==> src/rtl/sampler_pkg.sv <==
// Shared types and helpers for the segmented ring sampler.
package sampler_pkg;

  // Which codec channel feeds the ring.
  typedef enum logic [1:0] {
    CHAN_LEFT  = 2'd0,
    CHAN_RIGHT = 2'd1,
    CHAN_MIX   = 2'd2
  } chan_mode_e;

  // Capture sequencer states.
  typedef enum logic [1:0] {
    ST_IDLE    = 2'd0,
    ST_CAPTURE = 2'd1,
    ST_FLUSH   = 2'd2,
    ST_DONE    = 2'd3
  } state_e;

  // Working width for the mix; callers sign-extend into it and truncate back.
  // Supports sample widths up to MIX_W-1 bits.
  localparam int MIX_W = 32;

  // (l + r) / 2 with one guard bit, arithmetic shift right by one.
  function automatic logic [MIX_W-1:0] mix_samples(input logic [MIX_W-1:0] l,
                                                  input logic [MIX_W-1:0] r);
    logic [MIX_W:0] sum;
    sum = {l[MIX_W-1], l} + {r[MIX_W-1], r};
    return sum[MIX_W:1];
  endfunction

endpackage

==> src/rtl/sampler_addr_gen.sv <==
// Ring write pointer with natural wrap, in-hop sample count and terminal flag.
module sampler_addr_gen #(
  parameter int ADDR_W  = 13,
  parameter int SEG_W   = 2,
  parameter int CNT_W   = 11,
  parameter int SEG_LEN = 2048
) (
  input  logic              clk,
  input  logic              reset,
  input  logic              clear,
  input  logic              advance,
  output logic [ADDR_W-1:0] wr_ptr,
  output logic [SEG_W-1:0]  next_seg,
  output logic              last
);

  logic [ADDR_W-1:0] ptr_reg;
  logic [CNT_W-1:0]  cnt_reg;

  // Pointer advances on every accepted sample; count restarts at each hop.
  always_ff @(posedge clk) begin
    if (reset) begin
      ptr_reg <= '0;
      cnt_reg <= '0;
    end else begin
      if (advance) ptr_reg <= ptr_reg + ADDR_W'(1);
      if (clear) cnt_reg <= '0;
      else if (advance) cnt_reg <= cnt_reg + CNT_W'(1);
    end
  end

  assign wr_ptr   = ptr_reg;
  // Hops stay segment aligned, so after a hop the pointer sits at the start
  // of the segment following the one just written.
  assign next_seg = ptr_reg[ADDR_W-1 -: SEG_W];
  assign last     = (cnt_reg == CNT_W'(SEG_LEN - 1));

endmodule

==> src/rtl/sampler_ring.sv <==
// Captures one hop of SEG_LEN codec samples per go_in into a segmented ring
// and announces the newest window start with a go_out pulse.
// Optional: define SAMPLER_RING_OVERRUN_EN to add a sticky overrun output.
module sampler_ring
  import sampler_pkg::*;
#(
  parameter int DATA_W    = 16,
  parameter int ADDR_W    = 13,
  parameter int NUM_SEGS  = 4,
  parameter int CHAN_MODE = 0
) (
  input  logic                        clk,
  input  logic                        reset,
  input  logic                        go_in,
  input  logic [DATA_W-1:0]           left_in_data,
  input  logic                        left_in_valid,
  output logic                        left_in_ready,
  input  logic [DATA_W-1:0]           right_in_data,
  input  logic                        right_in_valid,
  output logic                        right_in_ready,
  output logic [DATA_W-1:0]           ring_buf_data,
  output logic [ADDR_W-1:0]           ring_buf_addr,
  output logic                        ring_buf_wren,
  output logic [$clog2(NUM_SEGS)-1:0] window_start,
`ifdef SAMPLER_RING_OVERRUN_EN
  output logic                        overrun,
`endif
  output logic                        go_out
);

  localparam int SEG_W   = $clog2(NUM_SEGS);
  localparam int SEG_LEN = (2 ** ADDR_W) / NUM_SEGS;
  localparam int CNT_W   = (ADDR_W - SEG_W > 0) ? (ADDR_W - SEG_W) : 1;
  localparam chan_mode_e MODE = chan_mode_e'(CHAN_MODE);

  state_e            state_reg, state_next;
  logic              accept;
  logic              hop_start;
  logic              last;
  logic [ADDR_W-1:0] wr_ptr;
  logic [SEG_W-1:0]  next_seg;
  logic [DATA_W-1:0] sample;
  logic [MIX_W-1:0]  left_ext, right_ext;
  logic [DATA_W-1:0] data_reg;
  logic [ADDR_W-1:0] addr_reg;
  logic              wren_reg;
  logic [SEG_W-1:0]  window_reg;

  assign hop_start = (state_reg == ST_IDLE) && go_in;

  sampler_addr_gen #(
    .ADDR_W (ADDR_W),
    .SEG_W  (SEG_W),
    .CNT_W  (CNT_W),
    .SEG_LEN(SEG_LEN)
  ) u_addr_gen (
    .clk     (clk),
    .reset   (reset),
    .clear   (hop_start),
    .advance (accept),
    .wr_ptr  (wr_ptr),
    .next_seg(next_seg),
    .last    (last)
  );

  assign left_ext  = {{(MIX_W-DATA_W){left_in_data[DATA_W-1]}}, left_in_data};
  assign right_ext = {{(MIX_W-DATA_W){right_in_data[DATA_W-1]}}, right_in_data};

  // Handshake: single-channel modes drain both sources, mix consumes pairs.
  always_comb begin
    left_in_ready  = 1'b0;
    right_in_ready = 1'b0;
    accept         = 1'b0;
    if (state_reg == ST_CAPTURE) begin
      if (MODE == CHAN_MIX) begin
        left_in_ready  = left_in_valid & right_in_valid;
        right_in_ready = left_in_valid & right_in_valid;
        accept         = left_in_valid & right_in_valid;
      end else begin
        left_in_ready  = 1'b1;
        right_in_ready = 1'b1;
        accept         = (MODE == CHAN_RIGHT) ? right_in_valid : left_in_valid;
      end
    end
  end

  // Select the sample written to the ring.
  always_comb begin
    case (MODE)
      CHAN_RIGHT: sample = right_in_data;
      CHAN_MIX:   sample = DATA_W'(mix_samples(left_ext, right_ext));
      default:    sample = left_in_data;
    endcase
  end

  // Next-state logic for the capture sequencer.
  always_comb begin
    state_next = state_reg;
    case (state_reg)
      ST_IDLE:    if (go_in) state_next = ST_CAPTURE;
      ST_CAPTURE: if (accept && last) state_next = ST_FLUSH;
      ST_FLUSH:   state_next = ST_DONE;
      ST_DONE:    state_next = ST_IDLE;
      default:    state_next = ST_IDLE;
    endcase
  end

  // State register.
  always_ff @(posedge clk) begin
    if (reset) state_reg <= ST_IDLE;
    else       state_reg <= state_next;
  end

  // Registered ring write one cycle after each accept; window latched for DONE.
  always_ff @(posedge clk) begin
    if (reset) begin
      data_reg   <= '0;
      addr_reg   <= '0;
      wren_reg   <= 1'b0;
      window_reg <= '0;
    end else begin
      wren_reg <= accept;
      if (accept) begin
        data_reg <= sample;
        addr_reg <= wr_ptr;
      end
      if (state_reg == ST_FLUSH) window_reg <= next_seg;
    end
  end

`ifdef SAMPLER_RING_OVERRUN_EN
  logic overrun_reg;

  // Sticky flag: a start request arrived while a hop was still in progress.
  always_ff @(posedge clk) begin
    if (reset) overrun_reg <= 1'b0;
    else if (go_in && (state_reg != ST_IDLE)) overrun_reg <= 1'b1;
  end

  assign overrun = overrun_reg;
`endif

  assign ring_buf_data = data_reg;
  assign ring_buf_addr = addr_reg;
  assign ring_buf_wren = wren_reg;
  assign window_start  = window_reg;
  assign go_out        = (state_reg == ST_DONE);

endmodule

==> config.mk <==
export PLATFORM = sky130hd
export DESIGN_NAME = sampler_ring
export DESIGN_NICKNAME = d
export VERILOG_FILES = /design/src/rtl/sampler_pkg.sv /design/src/rtl/sampler_addr_gen.sv /design/src/rtl/sampler_ring.sv
export SDC_FILE = /design/constraint.sdc
export NUM_CORES = 1
export LEC_CHECK = 0
export ABC_CLOCK_PERIOD_IN_PS = 2150
export BUFFER_PORTS_ARGS = -buffer_cell sky130_fd_sc_hd__buf_2
export CORE_MARGIN = 2
export CORE_UTILIZATION = 50
export DETAILED_ROUTE_END_ITERATION = 6
export PLACE_DENSITY_LB_ADDON = 0.2
export SLEW_MARGIN = 20
export SYNTH_ARGS = -nofsm -noshare
export SYNTH_HDL_FRONTEND = slang
export SYNTH_SLANG_ARGS = --single-unit
==> constraint.sdc <==
create_clock -name clk -period 2.15 [get_ports clk]
set_input_delay 0.1075 -clock clk [delete_from_list [all_inputs] [get_ports clk]]
set_output_delay 0.1075 -clock clk [all_outputs]
set_load 0.005 [all_outputs]
==> flow_summary.yaml, run 1 <==
synthesis:
  postSynthCellCount: 274
  avgSynthCellArea_sq_um: 8.553
  synthFlopType: "dfxtp_1"
  async_flop_share_pct: 0
  ys_seq_area_share_pct: 49.55
  ys_ff_latch: 58
  syn_area_sq_mm: 0.002343
  synth_cell_types: 34
  synth_edf_count: 0
  yosysWarnings: 0
  syn_nets: 318
layout:
  largest_reg_flops: 16
  drive_gt1_share_pct: 23.81
  antenna_cells: 0
  nNetsFinal: 375
  areaGrowthSynthToFinish_pct: 22.85
  fin_cells: 388
sta:
  rsz0062_at_grt: "no"
  slew_headroom_pct: 73.95
  skew_ns: 0.008436
  setup_viol: 0
  fin_crit_sh_pct: 87.44
  max_freq_ghz: 0.5319
  tightest_slew_ns: 0.3908
  hold_viol: 0
  slew_viol_final: 0
  setup_tns_ns: 0
  layout_min_cycle_time_ns: 1.880
pwr:
  power_frac_clock_pct: 38.8
  power_density_mw_per_mm2: 938.4
  p_int_mw: 1.999
  combPwrFrac_pct: 17.3
  peakVddDrop_uv: 500.1
  seq_power_share_pct: 43.9
  power_switching_mw: 0.7024
  switching_share_pct: 26.00
  p_leak_nw: 1.182
detailed_routing:
  wl_per_cell_um: 11.42
  drc: 0
  drtAntennaViolNets: 0
  vias: 1918
  firstDrtPassIters: 4
  drt-total-wl_um: 4431
  drt_iter0_drc: 115
  vias_per_cell: 4.943
die:
  die_y_um: 72.46
  ioPinCount: 72
  core_sq_mm: 0.004444
  rows: 24
  start_util_pct: 52.73
  die-area_sq_mm: 0.005250
  die_w_um: 72.46
cts:
  h-tree-depth: 3
  cts_setup_buffers: 0
  hold_buffers: 0
  cts_sinks: 58
  cts_buffers: 9
  clockBufferDepth: 2
  cts_resized: 0
  cts_tree: "done"
  clk_latency_ns: 0.32
  cts_root_buf: "clkbuf_8"
  path_clk_slew_ns: 0.06
setup_path:
  r2r_slack_ns: 0.27
  critPathLaunchType: "register"
  cp_max_fo: 5
  critPathLaunch: "state_reg[1]"
  r2r-start: "state_reg[1]"
  crit_type: "register to register"
  worstPathArrival_ns: 2.08
  required_ns: 2.35
  end_kind: "register"
status:
  status: "finished clean"
place:
  place_congestion: 0.7727
  port_buffers: 54
  placedCellCount: 372
  hpwlAfterDp_um: 3065
grt:
  grt_util_all_layers_pct: 18.65
  antenna_found_initial: 0
  grt_start_max_net_pins: 33
  grt_pass1_wl_um: 7548
  grt-ovfl-total: 0
  grt_pass1_vias: 1761
min_path:
  hold_path.class: "input port to register"
  hold_start: "left_in_data[12]"
run:
  cap_violations: 0
## worst max-delay path: stages, from the launching register on
cell and delay, ns:
dfxtp_1 0.34, inv_1 0.10, ha_1 0.28, nand3_2 0.17, or2_4 0.30, nor4_4 0.25
mux2_1 0.34
## per-layer routing
layer	GRT usage, %	up-vias	part of all wire [%]
met3	5.000	6	6.2
met4	11.11	0	1.8
met5	0	-	0
li1	-	1008	-
met1	22.86	845	49
met2	29.36	59	43
## synth_stat cells, types with 2 or more instances
| master | instances | area (sq um) |
|---|---|---|
| nor3_1 | 3 | 15.01 |
| clkbuf_1 | 8 | 30.03 |
| nor4_1 | 3 | 18.77 |
| nand4_1 | 4 | 25.02 |
| xnor2_1 | 10 | 87.58 |
| dfxtp_1 | 58 | 1161 |
| a21oi_1 | 32 | 160.2 |
| nor2_1 | 25 | 93.84 |
| nand3_1 | 4 | 20.02 |
| nand3_2 | 2 | 20.02 |
| nand2_1 | 70 | 262.8 |
| and2_1 | 2 | 12.51 |
| buf_2 | 4 | 20.02 |
| inv_1 | 5 | 18.77 |
| nor2b_1 | 3 | 18.77 |
| xor2_1 | 10 | 87.58 |
| mux2i_1 | 4 | 40.04 |
| nand2b_1 | 3 | 18.77 |
| or3_1 | 3 | 18.77 |
| ha_1 | 7 | 87.58 |
## cell type report
class | instances | area (sq um)
fill | 402 | 1565
sequential | 58 | 1161
multi-input combinational | 197 | 1102
timing repair buffer | 60 | 315.3
clock buffer | 15 | 186.4
tap | 52 | 65.06
clock inverter | 1 | 30.03
inverter | 5 | 18.77
## layout by cell type, fill, tap and decap left out
| cell | n |
|---|---|
| mux2_1 | 1 |
| nor4_1 | 3 |
| nand2_1 | 70 |
| nand3_2 | 2 |
| or3_1 | 3 |
| clkbuf_1 | 2 |
| dfxtp_1 | 58 |
| nand4_1 | 4 |
| ha_1 | 7 |
| nor4_2 | 1 |
| buf_2 | 54 |
| xor2_1 | 10 |
| nor2b_1 | 3 |
| nor4_4 | 1 |
| xnor2_1 | 10 |
| nand2b_1 | 3 |
| o21bai_1 | 1 |
| nand3_1 | 4 |
| nand2_2 | 1 |
| and2_1 | 2 |
| nand4bb_1 | 1 |
| o21ai_0 | 1 |
| buf_4 | 6 |
| inv_1 | 5 |
| mux2i_1 | 4 |
| and3_1 | 1 |
| a21o_1 | 1 |
| or2_4 | 1 |
| a21oi_1 | 32 |
| nor2_1 | 25 |
| bufinv_16 | 1 |
| o2bb2ai_1 | 1 |
| nor3_1 | 3 |
| clkbuf_8 | 13 |
| and4_1 | 1 |
## path summary, 6_finish.rpt
path | endpoint | depth (start not counted)
worst min register to register | ring_buf_data[7] | 2
worst max register to register | u_addr_gen.wr_ptr[11] | 6
worst max-delay path | u_addr_gen.wr_ptr[11] | 6
worst min-delay path | ring_buf_data[12] | 3
## power by group through the flow
| stage | clock network, mW | registers [mW] | logic, mW |
|---|---|---|---|
| 2_1_floorplan | 0 | 1.21 | 0.312 |
| 3_3_place_gp | 0 | 1.21 | 0.467 |
| 3_5_place_dp | 0 | 1.21 | 0.477 |
| 5_1_grt | 1.14 | 1.20 | 0.531 |
| 4_1_cts | 1.08 | 1.19 | 0.479 |
| 6_report | 1.05 | 1.19 | 0.466 |
## cell families (layout without fill, tap and decap cells)
kind of cell | Yosys count | in the layout | synth area share (%)
muxes | 5 | 5 | 2.189
DFF | 58 | 58 | 49.55
adders and majority gates | 7 | 7 | 3.737
AOI/OAI and AO/OA | 36 | 36 | 8.062
xor gates and xnor gates | 20 | 20 | 7.474
and+or+nand+nor | 129 | 129 | 25.57
buffers and inverters | 19 | 81 | 3.417
## stage by stage
stage	power, mW	util [%]	setup WS (ns)	hold WS [ns]	instance area (sq um)
after floorplan	1.523	-	0.3404	0.2435	2344
after global placement	1.674	59.91	0.2815	0.3470	2663
after detailed placement	1.688	59.91	0.2555	0.3535	2663
after CTS	2.746	64.78	0.2439	0.003380	2879
after global routing	2.862	64.78	0.1070	0.01484	2879
final	2.702	64.78	0.2699	0.01883	2879
No activity file was read; power rests on OpenSTA's default activity.
==> inputs of run 2 (changes only) <==
Settings changed: GPL_TIMING_DRIVEN from default to 0.
==> run 2 against run 1 <==
  * Power is 0.88% higher
  * Core utilization is 0.42 points higher
  * Combinational power is 3% higher
  * Maximum frequency is 3.4% lower
  * Setup slack worse by 0.066 ns
==> flow_summary.yaml, run 2 (synthesized netlist as in run 1, its figures left out) <==
setup_path:
  cp_max_fo: 8
  crit_end: "u_addr_gen.wr_ptr[11]"
  required_ns: 2.36
  path_buf_inv: 1
  critPathLaunch: "state_reg[1]"
  critical-path-max-stage-delay_ns: 0.35
  r2r_slack_ns: 0.20
  crit_type: "register to register"
  crit_slowest_cell: "mux2_1"
  critPathLaunchType: "register"
  path_delay_family: "simple AND/OR/NAND/NOR gates"
  r2r-end: "u_addr_gen.wr_ptr[11]"
  cp.depth: 6
  reg2regPathDepth: 6
  crit_chain: "inv_1 -> ha_2 -> nand3_2 -> or2_4 -> nor4_4 -> mux2_1"
  r2r-start: "state_reg[1]"
  end_kind: "register"
  worstPathArrival_ns: 2.15
die:
  die_w_um: 72.46
  die_y_um: 72.46
  die-area_sq_mm: 0.005250
  core_sq_mm: 0.004444
  ioPinCount: 72
  rows: 24
  start_util_pct: 52.73
pwr:
  peakVddDrop_uv: 622.0
  switching_share_pct: 26.62
  p_leak_nw: 1.188
  power_density_mw_per_mm2: 940.6
  power_mw: 2.726
  combPwrFrac_pct: 17.5
  p_int_mw: 2.000
  power_frac_clock_pct: 38.8
  seq_power_share_pct: 43.6
  power_switching_mw: 0.7256
sta:
  skew_ns: 0.003583
  setup_tns_ns: 0
  slew_headroom_pct: 67.22
  setup_viol: 0
  max_freq_ghz: 0.5138
  fin_crit_sh_pct: 90.52
  slew_viol_final: 0
  tightest_slew_ns: 0.4918
  hold_viol: 0
  rsz0062_at_grt: "no"
  layout_min_cycle_time_ns: 1.946
cts:
  clockBufferDepth: 2
  h-tree-depth: 3
  cts_tree: "done"
  path_clk_slew_ns: 0.06
  cts_buffers: 9
  cts_root_buf: "clkbuf_8"
  hold_buffers: 0
  cts_setup_buffers: 0
  clk_latency_ns: 0.32
  cts_sinks: 58
  cts_resized: 0
detailed_routing:
  drc: 0
  vias_per_cell: 4.975
  wl_per_cell_um: 11.69
  drt-total-wl_um: 4631
  drt_iter0_drc: 65
  vias: 1970
  drtAntennaViolNets: 0
  firstDrtPassIters: 4
layout:
  post-route-cell-area_sq_mm: 0.002898
  drive_gt1_share_pct: 23.26
  largest_reg_flops: 16
  antenna_cells: 0
  layout_common_cells: "nand2_1, buf_2, dfxtp_1"
  areaGrowthSynthToFinish_pct: 23.65
  mostFrequentLayoutCell: "nand2_1"
  nNetsFinal: 383
place:
  port_buffers: 54
  hpwlAfterDp_um: 3297
  place_congestion: 0.8204
  post_dp_cell_area_sq_mm: 0.002679
status:
  status: "finished clean"
run:
  cap_violations: 0
grt:
  antenna_found_initial: 0
  grt_pass1_wl_um: 7617
  grt_pass1_vias: 1736
  grt-ovfl-total: 0
  grt_util_all_layers_pct: 19.09
  grt_start_max_net_pins: 11
min_path:
  hold_path.class: "input port to register"
## run 2: through the flow
stage | hold WS [ns] | setup slack, ns | instances | utilization [%]
5_1_grt | 0.009933 | 0.09354 | 396 | 65.20
6_report | 0.01750 | 0.2038 | 396 | 65.20
3_5_place_dp | 0.3556 | 0.08246 | 380 | 60.28
3_3_place_gp | 0.3474 | 0.1409 | 380 | 60.28
2_1_floorplan | 0.2435 | 0.3404 | 274 | -
4_1_cts | 0.001395 | 0.05598 | 396 | 65.15
## run 2: layout make-up
cell class | instances | area (sq um)
Fill cell | 397 | 1546
Sequential cell | 58 | 1161
Multi-Input combinational cell | 197 | 1105
Timing Repair Buffer | 54 | 270.3
Clock buffer | 15 | 186.4
Tap cell | 52 | 65.06
Buffer | 14 | 61.31
Clock inverter | 1 | 30.03
Inverter | 5 | 18.77
## run 2: worst min-delay path, stage by stage
cell	delay, ns
buf_2	0.09
nand2_1	0.04
a21oi_1	0.05
## run 2: metal layers
metal  wire [um]  global-route usage [%]  vias to the layer above
met5           0                       0                        -
met4          91                   11.11                        0
met3         292                   5.139                       10
met2        2066                   30.28                       57
met1        2181                   23.30                      881
li1            -                       -                     1022
## run 2: power groups by stage
stage	logic (mW)	clock network (mW)	registers [mW]
floorplan	0.312	0	1.21
global placement	0.470	0	1.21
detailed placement	0.479	0	1.21
CTS	0.485	1.08	1.19
global route	0.538	1.13	1.20
finish	0.478	1.06	1.19
## run 2: worst min-delay path by stage
stage,to,cells past startpoint,slack [ns],from
3_3_place_gp,ring_buf_data[10],3,0.35,left_in_data[10]
3_5_place_dp,ring_buf_data[8],3,0.36,left_in_data[8]
4_1_cts,ring_buf_data[8],3,0.001,left_in_data[8]
2_1_floorplan,ring_buf_data[0],2,0.24,left_in_data[0]
6_report,ring_buf_data[8],3,0.02,left_in_data[8]
5_1_grt,ring_buf_data[15],3,0.01,left_in_data[15]
